--- config.mk ---
export PLATFORM = sky130hd
export DESIGN_NAME = csa_accum_ctrl
export DESIGN_NICKNAME = d
export VERILOG_FILES = /design/src/rtl/csa_accum_ctrl.sv
export SDC_FILE = /design/constraint.sdc
export NUM_CORES = 1
export LEC_CHECK = 0
export CAP_MARGIN = 20
export CORE_MARGIN = 5
export CORE_UTILIZATION = 47
export DETAILED_ROUTE_END_ITERATION = 8
export PLACE_DENSITY = 0.69
export SYNTH_ARGS = -nofsm -noshare
export SYNTH_HDL_FRONTEND = slang
export SYNTH_SLANG_ARGS = --single-unit
--- constraint.sdc ---
create_clock -name clk -period 3.9 [get_ports clk]
set_input_delay 1.17 -clock clk [delete_from_list [all_inputs] [get_ports clk]]
set_output_delay 1.17 -clock clk [all_outputs]
set_load 0.02 [all_outputs]
--- src/rtl/csa_accum_ctrl.sv ---
// csa_accum_ctrl
// Sequential multi-operand accumulator. Operands arrive one per cycle over a
// valid/ready handshake and are folded into a redundant (sum, carry) pair by a
// single 3:2 carry-save compressor. After the last operand of a group, one
// carry-propagate add resolves the total. The result is then held on a
// valid/ready output until the consumer takes it. Groups never overlap.
// ACC_W must be at least DATA_W+1. All arithmetic wraps silently mod 2^ACC_W.
module csa_accum_ctrl #(
  parameter int DATA_W = 11,
  parameter int ACC_W  = 16,
  parameter int CNT_W  = 8
) (
  input  logic              clk,
  input  logic              rst_n,
  input  logic              clear,
  input  logic              in_valid,
  output logic              in_ready,
  input  logic [DATA_W-1:0] in_data,
  input  logic              in_last,
  output logic              out_valid,
  input  logic              out_ready,
  output logic [ACC_W-1:0]  out_sum,
  output logic [CNT_W-1:0]  out_count
);

  typedef enum logic [1:0] {
    IDLE    = 2'd0,
    ACCUM   = 2'd1,
    RESOLVE = 2'd2,
    OUTPUT  = 2'd3
  } state_t;

  // Sum bit of a 3:2 compressor, applied bitwise across the word.
  function automatic logic [ACC_W-1:0] csa_sum(
    input logic [ACC_W-1:0] a,
    input logic [ACC_W-1:0] b,
    input logic [ACC_W-1:0] c
  );
    return a ^ b ^ c;
  endfunction

  // Carry word of a 3:2 compressor: majority moved up one weight. The bit
  // leaving the top is worth 2^ACC_W and is dropped, which keeps the
  // redundant pair exact modulo 2^ACC_W.
  function automatic logic [ACC_W-1:0] csa_carry(
    input logic [ACC_W-1:0] a,
    input logic [ACC_W-1:0] b,
    input logic [ACC_W-1:0] c
  );
    return ((a & b) | (a & c) | (b & c)) << 1;
  endfunction

  // Operand counter increment that sticks at all-ones.
  function automatic logic [CNT_W-1:0] sat_inc(input logic [CNT_W-1:0] v);
    if (v == {CNT_W{1'b1}}) begin
      return v;
    end else begin
      return v + {{(CNT_W-1){1'b0}}, 1'b1};
    end
  endfunction

  state_t             state_r, state_s;
  logic [ACC_W-1:0]   sum_r, sum_s;
  logic [ACC_W-1:0]   carry_r, carry_s;
  logic [CNT_W-1:0]   cnt_r, cnt_s;
  logic [ACC_W-1:0]   out_sum_r, out_sum_s;
  logic [CNT_W-1:0]   out_count_r, out_count_s;
  logic               out_valid_r, out_valid_s;

  logic               take_s;
  logic               accept_s;
  logic [ACC_W-1:0]   x_s;
  logic [ACC_W-1:0]   base_sum_s;
  logic [ACC_W-1:0]   base_carry_s;
  logic [CNT_W-1:0]   base_cnt_s;

  // Input side is open only while collecting a group, not during an abort,
  // and never while reset is held.
  assign take_s   = (state_r == IDLE) || (state_r == ACCUM);
  assign in_ready = rst_n & ~clear & take_s;
  assign accept_s = in_valid & in_ready;

  // Operand zero-extended to the accumulator width.
  assign x_s = {{(ACC_W-DATA_W){1'b0}}, in_data};

  // A fresh group always compresses against an all-zero redundant total,
  // independent of whatever the registers hold in IDLE.
  assign base_sum_s   = (state_r == IDLE) ? {ACC_W{1'b0}} : sum_r;
  assign base_carry_s = (state_r == IDLE) ? {ACC_W{1'b0}} : carry_r;
  assign base_cnt_s   = (state_r == IDLE) ? {CNT_W{1'b0}} : cnt_r;

  assign out_valid = out_valid_r;
  assign out_sum   = out_sum_r;
  assign out_count = out_count_r;

  // Next-state and datapath update: compress on accept, resolve once, hold the
  // result until the consumer takes it.
  always_comb begin
    state_s     = state_r;
    sum_s       = sum_r;
    carry_s     = carry_r;
    cnt_s       = cnt_r;
    out_sum_s   = out_sum_r;
    out_count_s = out_count_r;
    out_valid_s = out_valid_r;

    case (state_r)
      IDLE, ACCUM: begin
        if (clear) begin
          // Abort: drop the partial group; in_ready is already low.
          sum_s   = {ACC_W{1'b0}};
          carry_s = {ACC_W{1'b0}};
          cnt_s   = {CNT_W{1'b0}};
          state_s = IDLE;
        end else if (accept_s) begin
          sum_s   = csa_sum(base_sum_s, base_carry_s, x_s);
          carry_s = csa_carry(base_sum_s, base_carry_s, x_s);
          cnt_s   = sat_inc(base_cnt_s);
          state_s = in_last ? RESOLVE : ACCUM;
        end else begin
          // No operand this cycle: everything holds.
          state_s = state_r;
        end
      end

      RESOLVE: begin
        // Single carry-propagate add; the top carry-out wraps away.
        out_sum_s   = sum_r + carry_r;
        out_count_s = cnt_r;
        out_valid_s = 1'b1;
        state_s     = OUTPUT;
      end

      OUTPUT: begin
        if (out_ready) begin
          out_valid_s = 1'b0;
          sum_s       = {ACC_W{1'b0}};
          carry_s     = {ACC_W{1'b0}};
          cnt_s       = {CNT_W{1'b0}};
          state_s     = IDLE;
        end else begin
          // Consumer stalled: result stays on the port unchanged.
          state_s = state_r;
        end
      end

      default: begin
        // Unreachable encoding: recover to a clean idle state.
        sum_s       = {ACC_W{1'b0}};
        carry_s     = {ACC_W{1'b0}};
        cnt_s       = {CNT_W{1'b0}};
        out_valid_s = 1'b0;
        state_s     = IDLE;
      end
    endcase
  end

  // State, redundant accumulator and registered result, async-cleared.
  always_ff @(posedge clk or negedge rst_n) begin
    if (!rst_n) begin
      state_r     <= IDLE;
      sum_r       <= {ACC_W{1'b0}};
      carry_r     <= {ACC_W{1'b0}};
      cnt_r       <= {CNT_W{1'b0}};
      out_sum_r   <= {ACC_W{1'b0}};
      out_count_r <= {CNT_W{1'b0}};
      out_valid_r <= 1'b0;
    end else begin
      state_r     <= state_s;
      sum_r       <= sum_s;
      carry_r     <= carry_s;
      cnt_r       <= cnt_s;
      out_sum_r   <= out_sum_s;
      out_count_r <= out_count_s;
      out_valid_r <= out_valid_s;
    end
  end

endmodule

==> results of run 1 <==
## cell families (layout without fill, tap and decap cells)
kind of cell | Yosys count | after routing | share of synthesized area, %
compound gates | 91 | 91 | 16.14
xor+xnor | 13 | 13 | 3.009
fa+ha+maj | 31 | 31 | 12.43
buf+inv | 24 | 70 | 3.108
flops | 66 | 66 | 43.65
mux | 1 | 1 | 0.2646
simple gates | 173 | 173 | 21.40
## sequential cells by signal, indices dropped and copies added (netlist names)
signal and count:
state_r 2, out_sum 16, cnt_r 8, sum_r 16, out_count 8, carry_r 15, out_valid 1
## through the flow
stage / area (sq um) / util [%] / hold WS [ns] / std cells / setup slack (ns)
after floorplan: 3784 / - / 0.4524 / 399 / 1.144
after global placement: 4288 / 55.20 / 0.4570 / 531 / 0.2010
after detailed placement: 4288 / 55.20 / 0.4614 / 531 / 0.1923
after CTS: 4507 / 58.02 / 0.4798 / 547 / 0.1872
after global routing: 4507 / 58.02 / 0.4976 / 547 / 0.1417
final: 4507 / 58.02 / 0.4727 / 547 / 0.1920
## layout by cell type (no fill, tap or decap), types with 2 or more instances in the layout
cell type / instances
nand2_1: 93
dfrtp_1: 66
clkdlybuf4s50_1: 41
and2_1: 32
o21ai_0: 26
nand3_1: 25
ha_1: 20
a21oi_1: 18
a22o_1: 18
fa_1: 11
clkbuf_8: 10
buf_4: 9
nor2_1: 8
a31oi_1: 7
xnor2_1: 7
xor2_1: 6
a21o_1: 4
inv_1: 3
nand4_1: 3
and3_1: 3
nor2b_1: 3
o31ai_1: 2
a21oi_2: 2
bufinv_16: 2
clkinv_2: 2
## worst paths after layout
check | start | slack, ns | to
max | clear | 0.19 | in_ready
max reg2reg | state_r[0]$_DFFE_PN0P_ | 1.49 | cnt_r[1]$_DFFE_PN0P_
min | out_count[0]$_DFFE_PN0P_ | 0.47 | out_count[0]$_DFFE_PN0P_
max in group asynchronous | rst_n | 2.26 | out_sum[15]$_DFFE_PN0P_
min reg2reg | out_count[0]$_DFFE_PN0P_ | 0.47 | out_count[0]$_DFFE_PN0P_
min in group asynchronous | rst_n | 1.08 | out_count[5]$_DFFE_PN0P_
## layer usage
layer  wire (um)  vias to the layer above
met5           0                        -
met4         111                        0
met3         301                        9
met2        3699                       51
met1        3950                     1437
li1            -                     1464
## worst max-delay path: stages
cell and delay, ns:
clkdlybuf4s50_1 0.42, nor2_1 0.20, and2_1 0.16, clkdlybuf4s50_1 0.59
## cell usage after synthesis, drive strengths merged, types with 8 or more instances
library cell	count
nand2	93
buf	9
and2	32
nor2	8
clkbuf	12
ha	20
o21ai	27
fa	11
a21oi	20
dfrtp	66
a22o	18
nand3	25
## layout make-up
cell class	instances	area [sq um]
clock buffers	11	141.4
clock inverters	5	77.57
fillers	723	3261
inverters	3	11.26
multi-input cells	309	2014
flip-flops and latches	66	1652
well taps	102	127.6
repair buffers	51	483.0
## where the power goes
group	switching [mW]	total [mW]	leakage, nW	internal (mW)
Combinational	0.588	0.954	1.23	0.366
Sequential	0.120	0.946	0.897	0.826
Clock	0.264	0.640	0.109	0.375
Total	0.972	2.54	2.23	1.57
==> flow_summary.json, run 1 <==
{
  "h-tree-depth": 3,
  "grt_max_degree": 67,
  "grt_pass1_vias": 2797,
  "slew_headroom_pct": 43.38,
  "cts_resized": 0,
  "rows": 32,
  "postRouteWirelength_mm": 8.062,
  "finalPower_mw": 2.540,
  "holdPathStages": 2,
  "fin_crit_sh_pct": 95.08,
  "clk_pin_slew_ns": 0.07,
  "initial_core_util_pct": 48.71,
  "fp.dieH_um": 99.73,
  "drc": 0,
  "maxSlewViolCount": 0,
  "die_x_um": 99.73,
  "worst_pin_slew_ns": 0.8493,
  "min_period_ns": 3.708,
  "nets": 488,
  "synthTopCellsByArea": "dfrtp_1 (44%), nand2_1 (9.2%), ha_1 (6.6%), fa_1 (5.8%), and2_1 (5.3%)",
  "cts_buffers": 9,
  "netlist_instances": 399,
  "yosysWarnings": 0,
  "cts.sinks": 66,
  "setup_viol_count_final": 0,
  "required_ns": 2.73,
  "worst-setup-path-type": "primary input to output pin",
  "dp_hpwl_mm": 5.521,
  "start_kind": "primary input",
  "grt_use_met2_pct": 26.78,
  "vdd_drop_max_uv": 203.8,
  "cts_setup_buffers": 0,
  "rsz0062_at_grt": "false",
  "maxCapViolations": 0,
  "met3_usage_pct": 3.156,
  "grt_pass1_wl_mm": 13.91,
  "clk_path_buf_depth": 2,
  "fmax_ghz": 0.2697,
  "cts_tree": "done",
  "routedWlPerCell_um": 14.74,
  "drtPass1Iterations": 4,
  "grt.total_usage_pct": 17.42,
  "busiest_layer": "met2",
  "cts-hold-fix-buffers": 0,
  "grt-ovfl-total": 0,
  "vias_per_cell": 5.413,
  "synth.distinct_cells": 46,
  "portBuffers": 42,
  "powerDensity_nw_per_um2": 563.5,
  "synthArstFlopShare_pct": 100.0,
  "r2r_cells": 6,
  "avgSynthCellArea_sq_um": 9.483,
  "endpoint_kind": "output pin",
  "io_pins": 43,
  "ant_nets": 0,
  "synth_area_sq_um": 3784,
  "hp-class": "register to register",
  "root_buffer": "clkbuf_8",
  "die_area_sq_um": 9945,
  "skew_ns": 0.008056,
  "ys.flop_type": "dfrtp_1",
  "antenna_cells": 0,
  "yosysTopAreaCell": "dfrtp_1",
  "cp_max_fo": 3,
  "cp.arrival_ns": 2.54,
  "gr-usage-met1_pct": 24.74,
  "syn_nets": 447,
  "ys_seq_area_share_pct": 43.65,
  "num_vias": 2961,
  "synth_seq_cells": 66,
  "clkLatencyLatePin_ns": 0.34,
  "p_leak_nw": 2.233,
  "synth_edf_count": 0,
  "synth_top_area_share_pct": 43.65,
  "dr.first_iter.drc_count": 113,
  "coreArea_sq_um": 7767,
  "drive_above_1_share_pct": 7.865,
  "fin_setup_tns_ns": 0,
  "status": "finished clean",
  "place.gp.congestion": 0.7936,
  "finalHoldViolations": 0,
  "syn2layout_area_growth_pct": 19.11,
  "antenna_found_initial": 0
}
Power figures use the tool's default switching activity.
==> inputs of run 2 (changes only) <==
CORE_UTILIZATION = 45   (was 47)
PLACE_DENSITY = 0.66   (was 0.69)
SETUP_SLACK_MARGIN = 0.3   (was unset)
clock period = 4.3 ns   (was 3.9 ns; I/O delays follow)
==> run 2 against run 1 <==
Effect of this change: first-iteration DRC count shrank 9.7%; non-clock buffer count shrank 3; clock-buffer cell count grew 2; global-route usage shrank 0.090 points; worst hold slack lost 0.00094 ns; final cell count shrank 0.18%; largest cell class unchanged; clock skew grew 0.00086 ns; design area shrank 0.31%; sequential share of layout area grew 0.11 points; power shrank 9.1%; sequential cell count is the same; critical endpoint unchanged; wire length grew 2.2%.
==> flow_summary.json, run 2 (synthesis results as in run 1) <==
{
  "status": "finished clean",
  "postRouteWirelength_mm": 8.239,
  "cts_tree": "done",
  "p_switching_mw": 0.8752,
  "rows": 33,
  "syn2layout_area_growth_pct": 18.75,
  "nets": 485,
  "routedWlPerCell_um": 15.09,
  "finalHoldViolations": 0,
  "clk_path_buf_depth": 2,
  "grt-ovfl-total": 0,
  "cts_setup_buffers": 0,
  "antenna_found_initial": 0,
  "die_x_um": 101.7,
  "cp.arrival_ns": 2.31,
  "drtPass1Iterations": 4,
  "vdd_drop_max_uv": 185.5,
  "switching_share_pct": 37.93,
  "cts-hold-fix-buffers": 0,
  "p_comb_share_pct": 37.3,
  "io_pins": 43,
  "fp.dieH_um": 101.7,
  "grt.total_usage_pct": 17.34,
  "intPower_mw": 1.432,
  "cp_max_fo": 4,
  "p_leak_nw": 2.233,
  "dp_hpwl_mm": 5.619,
  "pwr-share-seq_pct": 37.2,
  "design_area_sq_um": 4493,
  "clock_power_share_pct": 25.4,
  "num_vias": 2952,
  "root_buffer": "clkbuf_8",
  "drc": 0,
  "initial_core_util_pct": 46.05,
  "die_area_sq_um": 10340,
  "setup_viol_count_final": 0,
  "fin_ws_ns": 0.6966,
  "clkLatencyLatePin_ns": 0.34,
  "worst-setup-path-type": "primary input to output pin",
  "clk_pin_slew_ns": 0.07,
  "maxSlewViolCount": 0,
  "cts.sinks": 66,
  "skew_ns": 0.008917,
  "fin_setup_tns_ns": 0,
  "portBuffers": 42,
  "start_kind": "primary input",
  "min_period_ns": 3.603,
  "powerDensity_nw_per_um2": 513.6,
  "final_cell_mix": "nand2_1 (93), dfrtp_1 (66), clkdlybuf4s50_1 (40)",
  "fmax_ghz": 0.2775,
  "worst_pin_slew_ns": 0.9856,
  "grt_pass1_wl_mm": 14.18,
  "drive_above_1_share_pct": 7.029,
  "whs_ns": 0.4718,
  "required_ns": 3.01,
  "maxCapViolations": 0,
  "cts_buffers": 9,
  "dr.first_iter.drc_count": 102,
  "grt_max_degree": 67,
  "hp-class": "register to register",
  "final_common_cell": "nand2_1",
  "post-place-ws_ns": 0.2716,
  "place.gp.congestion": 0.8307,
  "coreArea_sq_um": 8217,
  "dpl-instance-area_sq_um": 4269,
  "h-tree-depth": 3,
  "fin_crit_sh_pct": 83.80,
  "grt_pass1_vias": 2916,
  "vias_per_cell": 5.407,
  "antenna_cells": 0,
  "ant_nets": 0,
  "rsz0062_at_grt": "false",
  "slew_headroom_pct": 34.16,
  "endpoint_kind": "output pin"
}
run 2: changes by cell type in the layout (fill, tap and decap cells not counted), sizes merged:
cell / previous run / this run
buf: 10 / 7
clkbuf: 11 / 13
clkdlybuf4s50: 41 / 40
clkinv: 2 / 0
clkinvlp: 1 / 0
dlymetal6s2s: 0 / 1
run 2: worst max-delay path, cell delays in order:
cell and delay, ns:
clkdlybuf4s50_1 0.48, nor2_2 0.19, and2_1 0.14, dlymetal6s2s_1 0.21
run 2: routing by layer:
metal	GRT usage (%)	vias up	part of all wire [%]
li1	-	1456	-
met3	3.512	11	4.2
met1	23.74	1431	47
met2	27.87	54	47
met5	0	-	0
met4	5.215	0	1.4
run 2: final timing paths:
path / from / endpoint / slack [ns] / cells past startpoint
hold / removal: out_count[1]$_DFFE_PN0P_ / out_count[1]$_DFFE_PN0P_ / 0.47 / 2
hold reg to reg: out_count[1]$_DFFE_PN0P_ / out_count[1]$_DFFE_PN0P_ / 0.47 / 2
min in group asynchronous: rst_n / sum_r[12]$_DFFE_PN0P_ / 1.17 / 2
setup / recovery: clear / in_ready / 0.70 / 4
setup reg to reg: state_r[0]$_DFFE_PN0P_ / cnt_r[0]$_DFFE_PN0P_ / 1.86 / 6
max in group asynchronous: rst_n / out_sum[1]$_DFFE_PN0P_ / 2.60 / 2
run 2: final cells by class:
class                      instances  area (sq um)
clock inverter                     2         60.06
fill                             753          3724
inverter                           3         11.26
timing repair buffer              48         462.9
multi-input combinational        309          2017
tap                              105         131.4
clock buffer                      13         158.9
sequential                        66          1652
run 2: timing repair:
action / in CTS / in global routing
cloned: 0 / 0
setup endpoints to repair: 1 / 1
gates resized for setup: 1 / 1
run 2: metrics by stage:
stage / power, mW / utilization, % / std cells
finish: 2.308 / 54.68 / 546
detailed placement: 1.733 / 51.96 / 531
CTS: 2.323 / 54.65 / 546
global route: 2.471 / 54.68 / 546
floorplan: 1.440 / - / 399
global placement: 1.717 / 51.96 / 531
run 2: power groups by stage:
stage | logic, mW | clock network [mW] | registers, mW
after global placement | 0.851 | 0 | 0.866
after global routing | 0.965 | 0.624 | 0.882
after CTS | 0.868 | 0.594 | 0.861
final | 0.861 | 0.587 | 0.859
after detailed placement | 0.864 | 0 | 0.869
after floorplan | 0.535 | 0 | 0.905
